## src/rtl/kd_level_stage.sv

```systemverilog
// ---------------------------------------------------------------------------
// kd_level_stage
//   One pipelined level of the KD-tree traversal datapath. A small register
//   table holds the {split, dim_idx} entry of every node at depth LEVEL.
//   Each accepted patch is steered left (0) or right (1) by comparing one of
//   its components against the node's split value. The patch is forwarded
//   with its node path extended by the direction bit. A 2-entry skid buffer
//   decouples the upstream and downstream valid/ready handshakes.
//
// Ports
//   clk, rst                 clock, synchronous active-high reset
//   cfg_wen/waddr/wdata      node table write port ({split, dim_idx})
//   in_valid/in_ready        upstream handshake
//   in_patch/in_node         patch and node path so far
//   out_valid/out_ready      downstream handshake
//   out_patch/out_node       patch (unchanged) and extended path {in_node, dir}
//   out_dir                  steering decision, 0 = left, 1 = right
//   cfg_err                  sticky flag: a patch used an entry with a bad dim_idx
// ---------------------------------------------------------------------------
module kd_level_stage #(
    parameter int DATA_WIDTH    = 55,
    parameter int COMP_WIDTH    = 11,
    parameter int NUM_DIMS      = 5,
    parameter int STORAGE_WIDTH = 22,
    parameter int LEVEL         = 2,
    localparam int LW           = (LEVEL == 0) ? 1 : LEVEL
) (
    input  logic                     clk,
    input  logic                     rst,
    input  logic                     cfg_wen,
    input  logic [LW-1:0]            cfg_waddr,
    input  logic [STORAGE_WIDTH-1:0] cfg_wdata,
    input  logic                     in_valid,
    output logic                     in_ready,
    input  logic [DATA_WIDTH-1:0]    in_patch,
    input  logic [LW-1:0]            in_node,
    output logic                     out_valid,
    input  logic                     out_ready,
    output logic [DATA_WIDTH-1:0]    out_patch,
    output logic [LEVEL:0]           out_node,
    output logic                     out_dir,
    output logic                     cfg_err
);

    localparam int DEPTH = 1 << LEVEL;
    localparam int NW    = LEVEL + 1;
    localparam int SW    = DATA_WIDTH + NW + 1;
    localparam logic [COMP_WIDTH-1:0] NUM_DIMS_C = COMP_WIDTH'(NUM_DIMS);

    // ---------------- node table ----------------
    logic [STORAGE_WIDTH-1:0] table_q [DEPTH];
    logic [STORAGE_WIDTH-1:0] table_d [DEPTH];
    logic [LW-1:0]            wr_idx;
    logic [LW-1:0]            rd_idx;

    // A single-node level has no address: both indices collapse to entry 0.
    generate
        if (LEVEL == 0) begin : g_idx_root
            assign wr_idx = '0;
            assign rd_idx = '0;
        end else begin : g_idx_inner
            assign wr_idx = cfg_waddr;
            assign rd_idx = in_node;
        end
    endgenerate

    always_comb begin
        for (int i = 0; i < DEPTH; i++) begin
            table_d[i] = table_q[i];
        end
        if (cfg_wen) begin
            table_d[wr_idx] = cfg_wdata;
        end
    end

    // ---------------- decision ----------------
    logic [COMP_WIDTH-1:0] comps [NUM_DIMS];
    logic [STORAGE_WIDTH-1:0] entry;
    logic [COMP_WIDTH-1:0] split_val;
    logic [COMP_WIDTH-1:0] dim_idx;
    logic [COMP_WIDTH-1:0] comp_sel;
    logic                  bad_dim;
    logic                  dir;
    logic [NW-1:0]         new_node;

    genvar gi;
    generate
        for (gi = 0; gi < NUM_DIMS; gi++) begin : g_comp
            assign comps[gi] = in_patch[gi*COMP_WIDTH +: COMP_WIDTH];
        end
    endgenerate

    // The table is read before this cycle's write lands, so a same-cycle
    // config write never affects the beat being accepted.
    assign entry     = table_q[rd_idx];
    assign split_val = entry[STORAGE_WIDTH-1 -: COMP_WIDTH];
    assign dim_idx   = entry[COMP_WIDTH-1:0];

    always_comb begin
        comp_sel = '0;
        for (int k = 0; k < NUM_DIMS; k++) begin
            if (dim_idx == COMP_WIDTH'(k)) begin
                comp_sel = comps[k];
            end
        end
    end

    assign bad_dim = (dim_idx >= NUM_DIMS_C);
    // Equality routes right; an out-of-range dimension also routes right.
    assign dir     = bad_dim | (comp_sel >= split_val);

    generate
        if (LEVEL == 0) begin : g_node_root
            assign new_node = dir;
        end else begin : g_node_inner
            assign new_node = {in_node, dir};
        end
    endgenerate

    // ---------------- skid buffer ----------------
    // slot0 is always the head; a pop with two entries shifts slot1 down.
    logic [SW-1:0] slot0_q, slot0_d;
    logic [SW-1:0] slot1_q, slot1_d;
    logic [1:0]    count_q, count_d;
    logic          in_ready_q, in_ready_d;
    logic          cfg_err_q, cfg_err_d;
    logic          push;
    logic          pop;
    logic [SW-1:0] new_beat;

    assign new_beat = {in_patch, new_node, dir};
    assign push     = in_valid & in_ready_q;
    assign pop      = (count_q != 2'd0) & out_ready;

    always_comb begin
        slot0_d   = slot0_q;
        slot1_d   = slot1_q;
        count_d   = count_q;
        cfg_err_d = cfg_err_q | (push & bad_dim);
        case (count_q)
            2'd0: begin
                if (push) begin
                    slot0_d = new_beat;
                    count_d = 2'd1;
                end
            end
            2'd1: begin
                if (push && pop) begin
                    slot0_d = new_beat;
                end else if (push) begin
                    slot1_d = new_beat;
                    count_d = 2'd2;
                end else if (pop) begin
                    count_d = 2'd0;
                end
            end
            2'd2: begin
                // in_ready is low when full, so only a pop can happen here.
                if (pop) begin
                    slot0_d = slot1_q;
                    count_d = 2'd1;
                end
            end
            default: count_d = 2'd0;
        endcase
        in_ready_d = (count_d != 2'd2);
    end

    always_ff @(posedge clk) begin
        if (rst) begin
            for (int i = 0; i < DEPTH; i++) begin
                table_q[i] <= '0;
            end
            slot0_q    <= '0;
            slot1_q    <= '0;
            count_q    <= 2'd0;
            in_ready_q <= 1'b1;
            cfg_err_q  <= 1'b0;
        end else begin
            for (int i = 0; i < DEPTH; i++) begin
                table_q[i] <= table_d[i];
            end
            slot0_q    <= slot0_d;
            slot1_q    <= slot1_d;
            count_q    <= count_d;
            in_ready_q <= in_ready_d;
            cfg_err_q  <= cfg_err_d;
        end
    end

    assign in_ready  = in_ready_q;
    assign out_valid = (count_q != 2'd0);
    assign {out_patch, out_node, out_dir} = slot0_q;
    assign cfg_err   = cfg_err_q;

endmodule

```

## config.mk

```make
export PLATFORM = sky130hd
export DESIGN_NAME = kd_level_stage
export DESIGN_NICKNAME = d
export VERILOG_FILES = /design/src/rtl/kd_level_stage.sv
export SDC_FILE = /design/constraint.sdc
export NUM_CORES = 1
export LEC_CHECK = 0
export CAP_MARGIN = 20
export CORE_UTILIZATION = 53
export CTS_CLUSTER_DIAMETER = 100
export DETAILED_ROUTE_END_ITERATION = 10
export GPL_ROUTABILITY_DRIVEN = 0
export PLACE_DENSITY = 0.87
export SLEW_MARGIN = 20
export SYNTH_ARGS = -nofsm -noshare
export SYNTH_HDL_FRONTEND = slang
export SYNTH_SLANG_ARGS = --single-unit
```

## constraint.sdc

```tcl
create_clock -name clk -period 5 [get_ports clk]
set_input_delay 1.5 -clock clk [delete_from_list [all_inputs] [get_ports clk]]
set_output_delay 1.5 -clock clk [all_outputs]
set_load 0.05 [all_outputs]
```

# After elaboration in Yosys (flattened, before gate mapping)
# Memory sizes are Yosys's and may differ from the RTL's.
# Cells that the tools add are included.
# W data, S select, Z words.
# totals
ramBits	88
input_bits	86
reg_bits	122
n_memories	1
latchBits	0
mem_bits_ro	0
# memory_table
memory	words	width	read_ports	rd_ports_with_merged_regs	write_ports	line_no	text
table_q	4	22	5	0	4	51	logic [STORAGE_WIDTH-1:0] table_q [DEPTH];
# op_classes
n_bitwise	11
addsub	0
n_lt_le_gt_ge	4
shifts	0
mux	26
div_mod_pow	0
n_mul	0
reduce_logical	8
eq_ne	10
# ops
operator	n
$mux W59	3
$pmux W59 S3	1
$mux W22	5
$bwmux W88	1
$mux W88	1
$mux W11	5
$demux W22 S2	1
$eq A11 B2 Y1 const B	2
$eq A11 B1 Y1 const B	1
$eq A11 B3 Y1 const B	1
$ge A11 B11 Y1	1
$ge A11 B3 Y1 const B	1
$logic_not A11 Y1	1
$mux W2	5
$ne A2 B2 Y1 const B	4
$or A1 B1 Y1	6
$pmux W2 S3	1
$reduce_and A4 Y1	1
$and A1 B1 Y1	3
$ge A3 B3 Y1 const B	1
$lt A3 B1 Y1 const B	1
$mux W1	3
$not A2 Y3	1
$reduce_and A3 Y1	1
other kinds (7)	8

# Depth between registers and ports, before layout
# An unclocked memory read counts as a cell.
# depth
word_depth	11
mapped_depth	15

# Least setup slack after synthesis
# Ideal clock, no wire load.
# synth_timing
path_type	in2reg
start	in in_node[0]
end	reg slot1_q[1]
arrival_ns	4.153
t_required_ns	4.863
setup_ns	0.137
setup_slack_ns	0.709
path_stages	12
path_cell_list	buf_6 mux4_2 nand3b_4 or3_4 o221a_1 ha_1 a21oi_1 o21ai_0 a21oi_1 o21ai_0 a2111oi_4 a211oi_1
# synth_via
elab_chain_cells	9
word_cells_on_any_way	14
cone_classes	order compare: 2; eq/ne: 4; mux: 5; bitwise: 1; reduce/logical: 1; memory: 1
# synth_lines
item	line_no	text
start, declared	36	input logic [LW-1:0] in_node,
$mem_v2 Z4 W22 (*)	-	
$logic_not A11 Y1	102	if (dim_idx == COMP_WIDTH'(k)) begin
$mux W11 (5 in a row)	102	
$ge A11 B11 Y1	110	assign dir = bad_dim | (comp_sel >= split_val);
$or A1 B1 Y1 (*)	110	
end signal, assigned	184	slot1_q <= slot1_d;
end, declared	123	logic [SW-1:0] slot1_q, slot1_d;
# Mark *: on every way between the ends. The rest lies on a longest branch, timed or not.
# A chain may end at the register's enable or synchronous reset.

# Worst setup path after layout
# Ends and elaborated chain as after synthesis.

==> results.txt <==
WL per Instance: 16.5 um
Setup Crit Path Kind: in -> reg
CP required: 5.33 ns
Layout cells sized above 1: 0.0684
# setup viols final: 0
Actual transition at the worst max-transition pin: 1.03 ns
Hold-fix buffers, CTS: 0
Worst-case clock buffer depth: 3
WP data arrival: 5.05 ns
Post-CTS setup buffer count: 0
Max VDD drop: 244 uV
Grt ovf: 0
DRC errors left: 0
FFs w/ async S/R, synth: 0
N_diodes: 0
# rows: 47
Sink Count: 208
HP Class: reg -> reg
Sequential area share after synthesis: 0.468
Crit-path max FO: 5
Syn_nets: 1234
Die Height: 132 um
PwrDens: 368 nW/um2
Slew Limit Fails: 0
Hpwl dp: 16000 um
Final clock skew: 0.0114 ns
Area of the mapped netlist: 8910 um2
Rel. slew slack: 0.310
Resized cells post-CTS: 0
CTS buffer count: 22
Final-stage net count: 1340
RSZ-0062 raised after global routing: no
Ports: 148
Element type at the critical path start: input pin
Final hold viol count: 0
Synth Register Bits: 208
Finished Cell Area: 11300 um2
Clk Latency, worst-skew pair: 0.50 ns
Max_cap viols: 0
Area Growth Syn to Fin: 26.4%
Leak Pwr: 4.05 nW
Distinct cells, synth: 51
Crit. End Element: register
Clock slew at reported path FFs: 0.06 ns
Synth Area per Inst: 7.83 um2
Initial Util: 0.541
Crit share post-route: 0.944
Total Wirelength: 24300 um
Gr usage total: 0.278
First-pass GRT wire length: 39400 um
Ys Warns: 0
Max Clk Rate: 212 MHz
Total number of vias: 8453
Cell area after placement: 10500 um2
Ys flop type: dfxtp_1
Die width: 132 um
DRT iter0 DRCs: 875
Min Tclk post-route: 4.72 ns
Initial antenna violation count: 0
Post-synth EDFFs: 0
Drt pass-1 iters: 5
I/O Buffers: 147
Vias in the first global route: 7686
Root Buffer: clkbuf_16
Vias per std cell: 5.72
Fill count: 1302
Post-synthesis cell count: 1137
Status: complete, no violations
Core area: 16500 um2
Pin count of the biggest net entering global routing: 129
Placement Setup Slack: -0.167 ns
Die Area: 17300 um2
Final setup margin: 0.281 ns
H-tree Lvls: 1
CTS tree: done
Post-route ant nets: 0
[power by group]
part           internal [mW]  switching (mW)
Combinational          0.289           0.464
Sequential              1.74          0.0484
Clock                  0.953           0.639
Total                   2.98            1.15
[state kept, by name, summed over array words and instances (netlist names)]
name / count
slot0_q: 58
in_ready: 1
count_q: 2
cfg_err: 1
slot1_q: 58
table_q: 88
[cells in the mapped netlist (6+ instances only)]
cell type | number | area, um2
nand2_1 | 406 | 1520
dfxtp_1 | 208 | 4160
a21oi_1 | 163 | 816
nor2_1 | 89 | 334
clkbuf_1 | 69 | 259
a311oi_1 | 52 | 455
inv_1 | 17 | 63.8
mux4_2 | 14 | 315
mux2i_1 | 12 | 120
ha_1 | 11 | 138
buf_1 | 8 | 30.0
o21ai_0 | 8 | 40.0
a211oi_1 | 6 | 45.0
nor4_1 | 6 | 37.5
o22a_1 | 6 | 52.6
[cells in the final DEF (no fill, tap or decap), types with 2 or more instances in the layout]
master,count
a211o_1,2
a211oi_1,6
a21oi_1,163
a2bb2oi_1,5
a311oi_1,52
buf_12,2
buf_4,19
clkbuf_1,4
clkbuf_16,23
clkbuf_8,8
clkdlybuf4s50_1,146
clkinv_2,3
dfxtp_1,208
ha_1,11
inv_1,17
mux2i_1,12
mux4_2,14
nand2_1,406
nand3_1,4
nor2_1,87
nor2b_4,2
nor3_1,5
nor4_1,6
o21ai_0,8
o221a_1,4
o22a_1,6
or2_1,3
or3b_2,2
[cell type report]
cell class	count	area, um2	area share
multi-input combinational	825	4380	0.389
clock buffer	35	701	0.0623
timing repair buffer	168	1660	0.147
inverter	18	67.6	0.00600
tap	220	275	0.0245
sequential	208	4160	0.370
clock inverter	3	15.0	0.00133
[worst max-delay path, stage by stage]
cell             delay (ns)
clkdlybuf4s50_1        0.58
buf_4                  0.17
mux4_2                 0.50
or2_1                  0.26
or3_4                  0.37
o221a_1                0.26
ha_1                   0.30
a21oi_1                0.17
o21ai_0                0.11
a21oi_1                0.14
o21ai_0                0.17
a2111oi_4              0.40
a211oi_1               0.12
[path summary, 6_finish.rpt]
path | from | end | slack, ns | depth (start not counted)
setup / recovery | in_node[0] | slot1_q[1]$_SDFFE_PP0P_ | 0.28 | 13
hold / removal | slot1_q[3]$_SDFFE_PP0P_ | slot1_q[3]$_SDFFE_PP0P_ | 0.45 | 2
setup reg to reg | table_q[1][4]$_SDFFE_PP0P_ | slot1_q[1]$_SDFFE_PP0P_ | 1.45 | 13
hold reg to reg | slot1_q[3]$_SDFFE_PP0P_ | slot1_q[3]$_SDFFE_PP0P_ | 0.45 | 2
[stage by stage]
stage	power (mW)	hold WS, ns	instances	setup TNS (ns)	util
2_1_floorplan	2.29	0.432	1137	0	-
3_3_place_gp	2.55	0.437	1439	-0.0858	0.640
3_5_place_dp	2.57	0.445	1439	-0.322	0.640
4_1_cts	4.14	0.454	1477	0	0.683
5_1_grt	4.28	0.470	1477	0	0.683
6_report	4.14	0.453	1477	0	0.683
[metal layers]
metal	wire length [um]	global-route usage	share of wire
met4	796	0.0937	0.033
met3	1870	0.0440	0.077
met5	0	0	0
met1	10000	0.371	0.41
met2	11600	0.457	0.48
[cell families after synthesis]
kind of cell | count (synthesis) | share of synthesized area
and+or+nand+nor | 533 | 0.239
buffers and inverters | 104 | 0.0468
DFF | 208 | 0.468
xor gates and xnor gates | 1 | 0.000984
adders and majority gates | 11 | 0.0155
AOI/OAI and AO/OA | 253 | 0.178
muxes | 27 | 0.0518
Power figures use the tool's default switching activity.
